$ cat src/rtl/mul_div_unit_if.sv
// Request/response bundle between the EX-stage controller and the multiply/divide unit.
// The master drives the operation request; the slave returns status and the HI/LO registers.
interface mul_div_unit_if;
    logic        start;
    logic [2:0]  md_op;
    logic [31:0] A;
    logic [31:0] B;
    logic        abort;
    logic        busy;
    logic        done;
    logic [31:0] hi;
    logic [31:0] lo;

    modport master (
        output start, md_op, A, B, abort,
        input  busy, done, hi, lo
    );

    modport slave (
        input  start, md_op, A, B, abort,
        output busy, done, hi, lo
    );
endinterface

$ cat src/rtl/mul_div_unit.sv
// Iterative MULT/MULTU/DIV/DIVU unit owning the architectural HI/LO registers.
// Magnitudes are processed one bit per cycle for 32 cycles; signs are applied in a final FIX cycle.
module mul_div_unit #(
    parameter int W = 32
) (
    input  logic           clk,
    input  logic           rst,
    mul_div_unit_if.slave  bus
);
    typedef enum logic [1:0] {
        IDLE = 2'd0,
        CALC = 2'd1,
        FIX  = 2'd2
    } state_t;

    localparam logic [2:0] OP_MULT  = 3'b001;
    localparam logic [2:0] OP_MULTU = 3'b010;
    localparam logic [2:0] OP_DIV   = 3'b011;
    localparam logic [2:0] OP_DIVU  = 3'b100;
    localparam logic [2:0] OP_MTHI  = 3'b101;
    localparam logic [2:0] OP_MTLO  = 3'b110;

    state_t         state_q, state_d;
    logic [4:0]     cnt_q, cnt_d;
    logic [W-1:0]   acc_q, acc_d;       // product high half / partial remainder
    logic [W-1:0]   mq_q, mq_d;         // multiplier / dividend shifting into quotient
    logic [W-1:0]   opnd_q, opnd_d;     // |multiplicand| or |divisor|
    logic [W-1:0]   a_orig_q, a_orig_d;
    logic           is_div_q, is_div_d;
    logic           neg_res_q, neg_res_d;
    logic           neg_rem_q, neg_rem_d;
    logic           div0_q, div0_d;
    logic [W-1:0]   hi_q, hi_d;
    logic [W-1:0]   lo_q, lo_d;
    logic           done_q, done_d;

    logic           op_signed;
    logic           op_div;
    logic [W-1:0]   a_mag;
    logic [W-1:0]   b_mag;
    logic [W:0]     mul_sum;
    logic [W:0]     rem_shift;
    logic [W:0]     rem_diff;
    logic [2*W-1:0] prod_mag;
    logic [2*W-1:0] prod_fix;
    logic [W-1:0]   quot_fix;
    logic [W-1:0]   rem_fix;

    assign op_signed = (bus.md_op == OP_MULT) || (bus.md_op == OP_DIV);
    assign op_div    = (bus.md_op == OP_DIV)  || (bus.md_op == OP_DIVU);
    // 2^31 negates to itself and is then read as an unsigned magnitude
    assign a_mag     = (op_signed && bus.A[W-1]) ? (~bus.A + 1'b1) : bus.A;
    assign b_mag     = (op_signed && bus.B[W-1]) ? (~bus.B + 1'b1) : bus.B;

    assign mul_sum   = mq_q[0] ? ({1'b0, acc_q} + {1'b0, opnd_q}) : {1'b0, acc_q};
    assign rem_shift = {acc_q, mq_q[W-1]};
    assign rem_diff  = rem_shift - {1'b0, opnd_q};

    assign prod_mag  = {acc_q, mq_q};
    assign prod_fix  = neg_res_q ? (~prod_mag + 1'b1) : prod_mag;
    assign quot_fix  = neg_res_q ? (~mq_q + 1'b1) : mq_q;
    assign rem_fix   = neg_rem_q ? (~acc_q + 1'b1) : acc_q;

    always_comb begin
        state_d   = state_q;
        cnt_d     = cnt_q;
        acc_d     = acc_q;
        mq_d      = mq_q;
        opnd_d    = opnd_q;
        a_orig_d  = a_orig_q;
        is_div_d  = is_div_q;
        neg_res_d = neg_res_q;
        neg_rem_d = neg_rem_q;
        div0_d    = div0_q;
        hi_d      = hi_q;
        lo_d      = lo_q;
        done_d    = 1'b0;

        case (state_q)
            IDLE: begin
                if (bus.start && !bus.abort) begin
                    case (bus.md_op)
                        OP_MULT, OP_MULTU, OP_DIV, OP_DIVU: begin
                            state_d   = CALC;
                            cnt_d     = '0;
                            acc_d     = '0;
                            mq_d      = op_div ? a_mag : b_mag;
                            opnd_d    = op_div ? b_mag : a_mag;
                            a_orig_d  = bus.A;
                            is_div_d  = op_div;
                            neg_res_d = op_signed && (bus.A[W-1] ^ bus.B[W-1]);
                            neg_rem_d = op_signed && bus.A[W-1];
                            div0_d    = op_div && (bus.B == '0);
                        end
                        OP_MTHI: hi_d = bus.A;
                        OP_MTLO: lo_d = bus.A;
                        default: ;
                    endcase
                end
            end
            CALC: begin
                if (bus.abort) begin
                    state_d = IDLE;
                end else begin
                    if (is_div_q) begin
                        if (!rem_diff[W]) begin
                            acc_d = rem_diff[W-1:0];
                            mq_d  = {mq_q[W-2:0], 1'b1};
                        end else begin
                            acc_d = rem_shift[W-1:0];
                            mq_d  = {mq_q[W-2:0], 1'b0};
                        end
                    end else begin
                        acc_d = mul_sum[W:1];
                        mq_d  = {mul_sum[0], mq_q[W-1:1]};
                    end
                    cnt_d = cnt_q + 5'd1;
                    if (cnt_q == 5'd31) begin
                        state_d = FIX;
                    end
                end
            end
            FIX: begin
                state_d = IDLE;
                if (!bus.abort) begin
                    done_d = 1'b1;
                    if (!is_div_q) begin
                        hi_d = prod_fix[2*W-1:W];
                        lo_d = prod_fix[W-1:0];
                    end else if (div0_q) begin
                        hi_d = a_orig_q;
                        lo_d = '1;
                    end else begin
                        hi_d = rem_fix;
                        lo_d = quot_fix;
                    end
                end
            end
            default: state_d = IDLE;
        endcase
    end

    always_ff @(posedge clk or posedge rst) begin
        if (rst) begin
            state_q   <= IDLE;
            cnt_q     <= '0;
            acc_q     <= '0;
            mq_q      <= '0;
            opnd_q    <= '0;
            a_orig_q  <= '0;
            is_div_q  <= 1'b0;
            neg_res_q <= 1'b0;
            neg_rem_q <= 1'b0;
            div0_q    <= 1'b0;
            hi_q      <= '0;
            lo_q      <= '0;
            done_q    <= 1'b0;
        end else begin
            state_q   <= state_d;
            cnt_q     <= cnt_d;
            acc_q     <= acc_d;
            mq_q      <= mq_d;
            opnd_q    <= opnd_d;
            a_orig_q  <= a_orig_d;
            is_div_q  <= is_div_d;
            neg_res_q <= neg_res_d;
            neg_rem_q <= neg_rem_d;
            div0_q    <= div0_d;
            hi_q      <= hi_d;
            lo_q      <= lo_d;
            done_q    <= done_d;
        end
    end

    assign bus.busy = (state_q != IDLE);
    assign bus.done = done_q;
    assign bus.hi   = hi_q;
    assign bus.lo   = lo_q;
endmodule

$ cat src/flat_wrapper.sv
// flat-port wrapper written by rule: the top's interface ports become plain ports
module mul_div_unit_flat 
#(
    parameter int W = 32
)
  (clk, rst, bus_start, bus_md_op, bus_A, bus_B, bus_abort, bus_busy, bus_done, bus_hi, bus_lo);
  mul_div_unit_if bus_i ();
  input  logic clk;
  input  logic rst;
  input wire logic [$bits(bus_i.start)-1:0] bus_start;
  input wire logic [$bits(bus_i.md_op)-1:0] bus_md_op;
  input wire logic [$bits(bus_i.A)-1:0] bus_A;
  input wire logic [$bits(bus_i.B)-1:0] bus_B;
  input wire logic [$bits(bus_i.abort)-1:0] bus_abort;
  output wire logic [$bits(bus_i.busy)-1:0] bus_busy;
  output wire logic [$bits(bus_i.done)-1:0] bus_done;
  output wire logic [$bits(bus_i.hi)-1:0] bus_hi;
  output wire logic [$bits(bus_i.lo)-1:0] bus_lo;
  assign bus_i.start = bus_start;
  assign bus_i.md_op = bus_md_op;
  assign bus_i.A = bus_A;
  assign bus_i.B = bus_B;
  assign bus_i.abort = bus_abort;
  assign bus_busy = bus_i.busy;
  assign bus_done = bus_i.done;
  assign bus_hi = bus_i.hi;
  assign bus_lo = bus_i.lo;
  mul_div_unit #(.W(W)) u_core (.clk(clk), .rst(rst), .bus(bus_i));
endmodule
$ cat config.mk
export PLATFORM = sky130hd
export DESIGN_NAME = mul_div_unit_flat
export DESIGN_NICKNAME = d
export VERILOG_FILES = /design/src/rtl/mul_div_unit_if.sv /design/src/rtl/mul_div_unit.sv /design/src/flat_wrapper.sv
export SDC_FILE = /design/constraint.sdc
export NUM_CORES = 1
export LEC_CHECK = 0
export ABC_AREA = 1
export BUFFER_PORTS_ARGS = -buffer_cell sky130_fd_sc_hd__buf_2
export CAP_MARGIN = 30
export CELL_PAD_IN_SITES_DETAIL_PLACEMENT = 0
export CELL_PAD_IN_SITES_GLOBAL_PLACEMENT = 1
export CORE_ASPECT_RATIO = 1.75
export CORE_MARGIN = 8
export CORE_UTILIZATION = 30
export DETAILED_ROUTE_END_ITERATION = 12
export HOLD_SLACK_MARGIN = 0.12
export PLACE_DENSITY = 0.68
export RECOVER_POWER = 25
export SLEW_MARGIN = 25
export SYNTH_ARGS = -nofsm -noshare
export SYNTH_HDL_FRONTEND = slang
export SYNTH_SLANG_ARGS = --single-unit
$ cat constraint.sdc
create_clock -name clk -period 6.17 [get_ports clk]
set_input_delay 0.3085 -clock clk [delete_from_list [all_inputs] [get_ports clk]]
set_output_delay 0.3085 -clock clk [all_outputs]
set_load 0.1 [all_outputs]
==> out/qor.txt <==
Total GRT Usage = 0.2863
Max-slew headroom = -1.585
Hold endpoint = u_core.a_orig_q[21]$_DFFE_PP0P_
Die height = 357.9 um
Largest net degree at the start of global routing = 112
Pwr/cell area = 651.4 nW/um2
P&R area growth vs syn = 12.53%
Comb power frac = 0.717
Period utilization = 0.6455
Row count = 125
Via-per-instance ratio = 5.310
Share of flip-flops with an asynchronous set or reset = 1.000
Number of fill cells in the layout = 7622
Failing checks = capacitance limit, slew limit
Crit Path Max Fanout = 94
Pleak = 11.11 nW
CTS sink count = 204
Final core utilization = 0.3400
Drt first pass iters = 7
Post-route DRC = 0
WP data arrival = 3750 ps
Synth Instances = 3396
Final Instance Area = 22550 um2
Vias in the first global route = 23640
Diodes inserted = 0
Worst reg2reg path endpoint = u_core.opnd_q[25]$_DFFE_PP0P_
Worst-path clk slew = 60 ps
Worst r2r src = u_core.state_q[1]$_DFFE_PP0P_
Worst Tran Pin Value = 3877 ps
Clock Skews = 40.84 ps
CTS Hold Bufs = 26
Total gr overflow = 0
Status = complete, but fails checks
Worst Hold Depth = 3
Power share of the clock group = 0.097
R2r setup slk = 2270 ps
Synthesized cell area = 20040 um2
Adder-Cell Fraction of Synth Area = 0.04571
Post-synth top flop = dfrtp_1
Total die area = 75630 um2
Initial antenna violation count = 0
Final Max Slew Viols = 94
Register area share after synthesis = 0.2548
Synth warnings = 0
Synthesized Nets = 3539
Longest Clk Path Bufs = 3
Hold path start = bus_A[21]
Simple-Gate Fraction of Synth Area = 0.3964
Sw Share = 0.6283
Max frequency = 0.2511 GHz
Initial DRC count = 1825
First-pass GRT wire length = 158700 um
IO Pins = 137
Worst Path Required = 5940 ps
Crit start category = primary input
Final HPWL from detailed placement = 88700 um
Mux cell area share after synthesis = 0.0004996
Worst hold path type = primary input to flip-flop
CTS resizes = 0
Max-capacitance violation count = 1
I/O Buffers = 136
Avg Inst Size Synth = 5.900 um2
Routed WL per cell = 25.01 um
Placed cell area = 21570 um2
XOR/XNOR Fraction of Synth Area = 0.03060
Synth cell types = 56
Via count = 23330
Deepest level of the CTS H-tree = 1
Clk root buf = clkbuf_16
P_sw = 0.009227 W
Main combinational cell family by area after synthesis = simple AND/OR/NAND/NOR gates
Post-route minimum period = 3983 ps
Share of layout cells above drive strength 1 = 0.08274
RSZ-0062 raised after global routing = no
Register-to-Register Path Depth = 12
Final antenna-violating net count = 0
Post-CTS Setup Bufs = 0
CTS buffer count = 23
VDD IR max = 0.0007389 V
Final-report hold violation count = 0
Final setup violation count = 0
#FFs+latches synth = 204
NumNets Final = 3632
Total routed wirelength = 109900 um
Compound-gate portion of the synthesized area = 0.1671
Initial Utilization = 0.3021
Core area = 66310 um2
Setup TNS = 0 ps
Kind of critical path = primary input to asynchronous set/reset pin
Cell internal pwr = 0.005459 W
Skew-Pair Late Insertion Delay = 590 ps
CTS tree = done
CP Capture Type = asynchronous set/reset pin
Crit path from = rst
Seq pwr share = 0.185
Gpl congestion = 1.051
Number of synthesized flops with an enable pin = 0
Horiz. Die Dim = 211.4 um
## how the worst max path moves through the flow
stage                     slack (ps)                         endpoint  cells past startpoint
after detailed placement        2190       u_core.mq_q[0]$_DFFE_PP0P_                     10
final                           2190  u_core.a_orig_q[23]$_DFFE_PP0P_                      3
after global routing            1400  u_core.a_orig_q[23]$_DFFE_PP0P_                      3
after floorplan                  290   u_core.a_orig_q[0]$_DFFE_PP0P_                      1
after global placement          2190       u_core.mq_q[0]$_DFFE_PP0P_                     10
after CTS                       2170       u_core.mq_q[0]$_DFFE_PP0P_                     10
## critical path: stages
cell           delay (ps)
dlygate4sd3_1         530
buf_2                 110
inv_1                2630
## cell usage after synthesis, types with 26 or more instances
cell	instances	area share
nor2_1	438	0.082
nand2_1	1034	0.19
xor2_1	54	0.024
inv_1	381	0.071
o21ai_1	37	0.0092
o21ai_0	196	0.049
a21oi_1	278	0.069
nand3b_1	26	0.0097
buf_2	34	0.0085
ha_1	70	0.044
nand3_1	283	0.071
nand4_1	27	0.0084
nor3_1	28	0.0070
dfrtp_1	204	0.25
clkbuf_1	76	0.014
o211ai_1	29	0.011
## routing by layer
layer	share of wire	up-vias	GRT usage
li1	-	11150	-
met2	0.51	894	0.5221
met1	0.34	10910	0.2770
met5	0	-	0
met3	0.046	372	0.03691
met4	0.11	0	0.2618
## placed cells by master (no fill, tap or decap), drive strengths merged, types with 20 or more instances in the layout
| cell type | instances |
|---|---|
| nand2 | 1051 |
| nor2 | 456 |
| inv | 398 |
| nand3 | 286 |
| a21oi | 280 |
| o21ai | 234 |
| dfrtp | 204 |
| buf | 177 |
| ha | 70 |
| xor2 | 54 |
| clkbuf | 32 |
| nor3 | 30 |
| o211ai | 29 |
| nand4 | 27 |
| nand3b | 27 |
| dlygate4sd3 | 26 |
| o221ai | 20 |
## cell type report
class,instances,area (um2),share of cell area
clock buffers,32,629.4,0.02791
clock inverters,9,83.83,0.003718
inverters,400,1506,0.06682
multi-input cells,2657,12840,0.5694
flip-flops and latches,204,5107,0.2265
well taps,889,1112,0.04934
repair buffers,203,1269,0.05627
## cell families after synthesis
kind of cell             count (synthesis)
AND/OR/NAND/NOR                       1901
AO/OA/AOI/OAI                          613
buffers and inverters                  535
flip-flops                             204
adder cells (fa/ha/maj)                 72
XOR/XNOR                                70
multiplexers                             1
## state kept, by name, summed over array words and instances (netlist names), 2 cells and up
register	count
u_core.bus.lo	32
u_core.mq_q	32
u_core.state_q	2
u_core.opnd_q	32
u_core.cnt_q	5
u_core.bus.hi	32
u_core.acc_q	32
u_core.a_orig_q	32
## metrics by stage
stage	worst slack (ps)	instances	hold slack (ps)	power [W]
2_1_floorplan	294.1	3396	374.9	0.009818
3_3_place_gp	2191	4326	461.4	0.01312
3_5_place_dp	2186	4326	459.4	0.01307
4_1_cts	2174	4393	125.8	0.01457
5_1_grt	1403	4394	152.1	0.01569
6_report	2187	4394	144.1	0.01469
## power groups by stage
stage	clock, W	sequential [W]	combinational [W]
global placement	0	0.00270	0.0104
floorplan	0	0.00386	0.00596
finish	0.00143	0.00272	0.0105
CTS	0.00145	0.00269	0.0104
global route	0.00148	0.00278	0.0114
detailed placement	0	0.00270	0.0104
(Power assumes the default switching activity.)
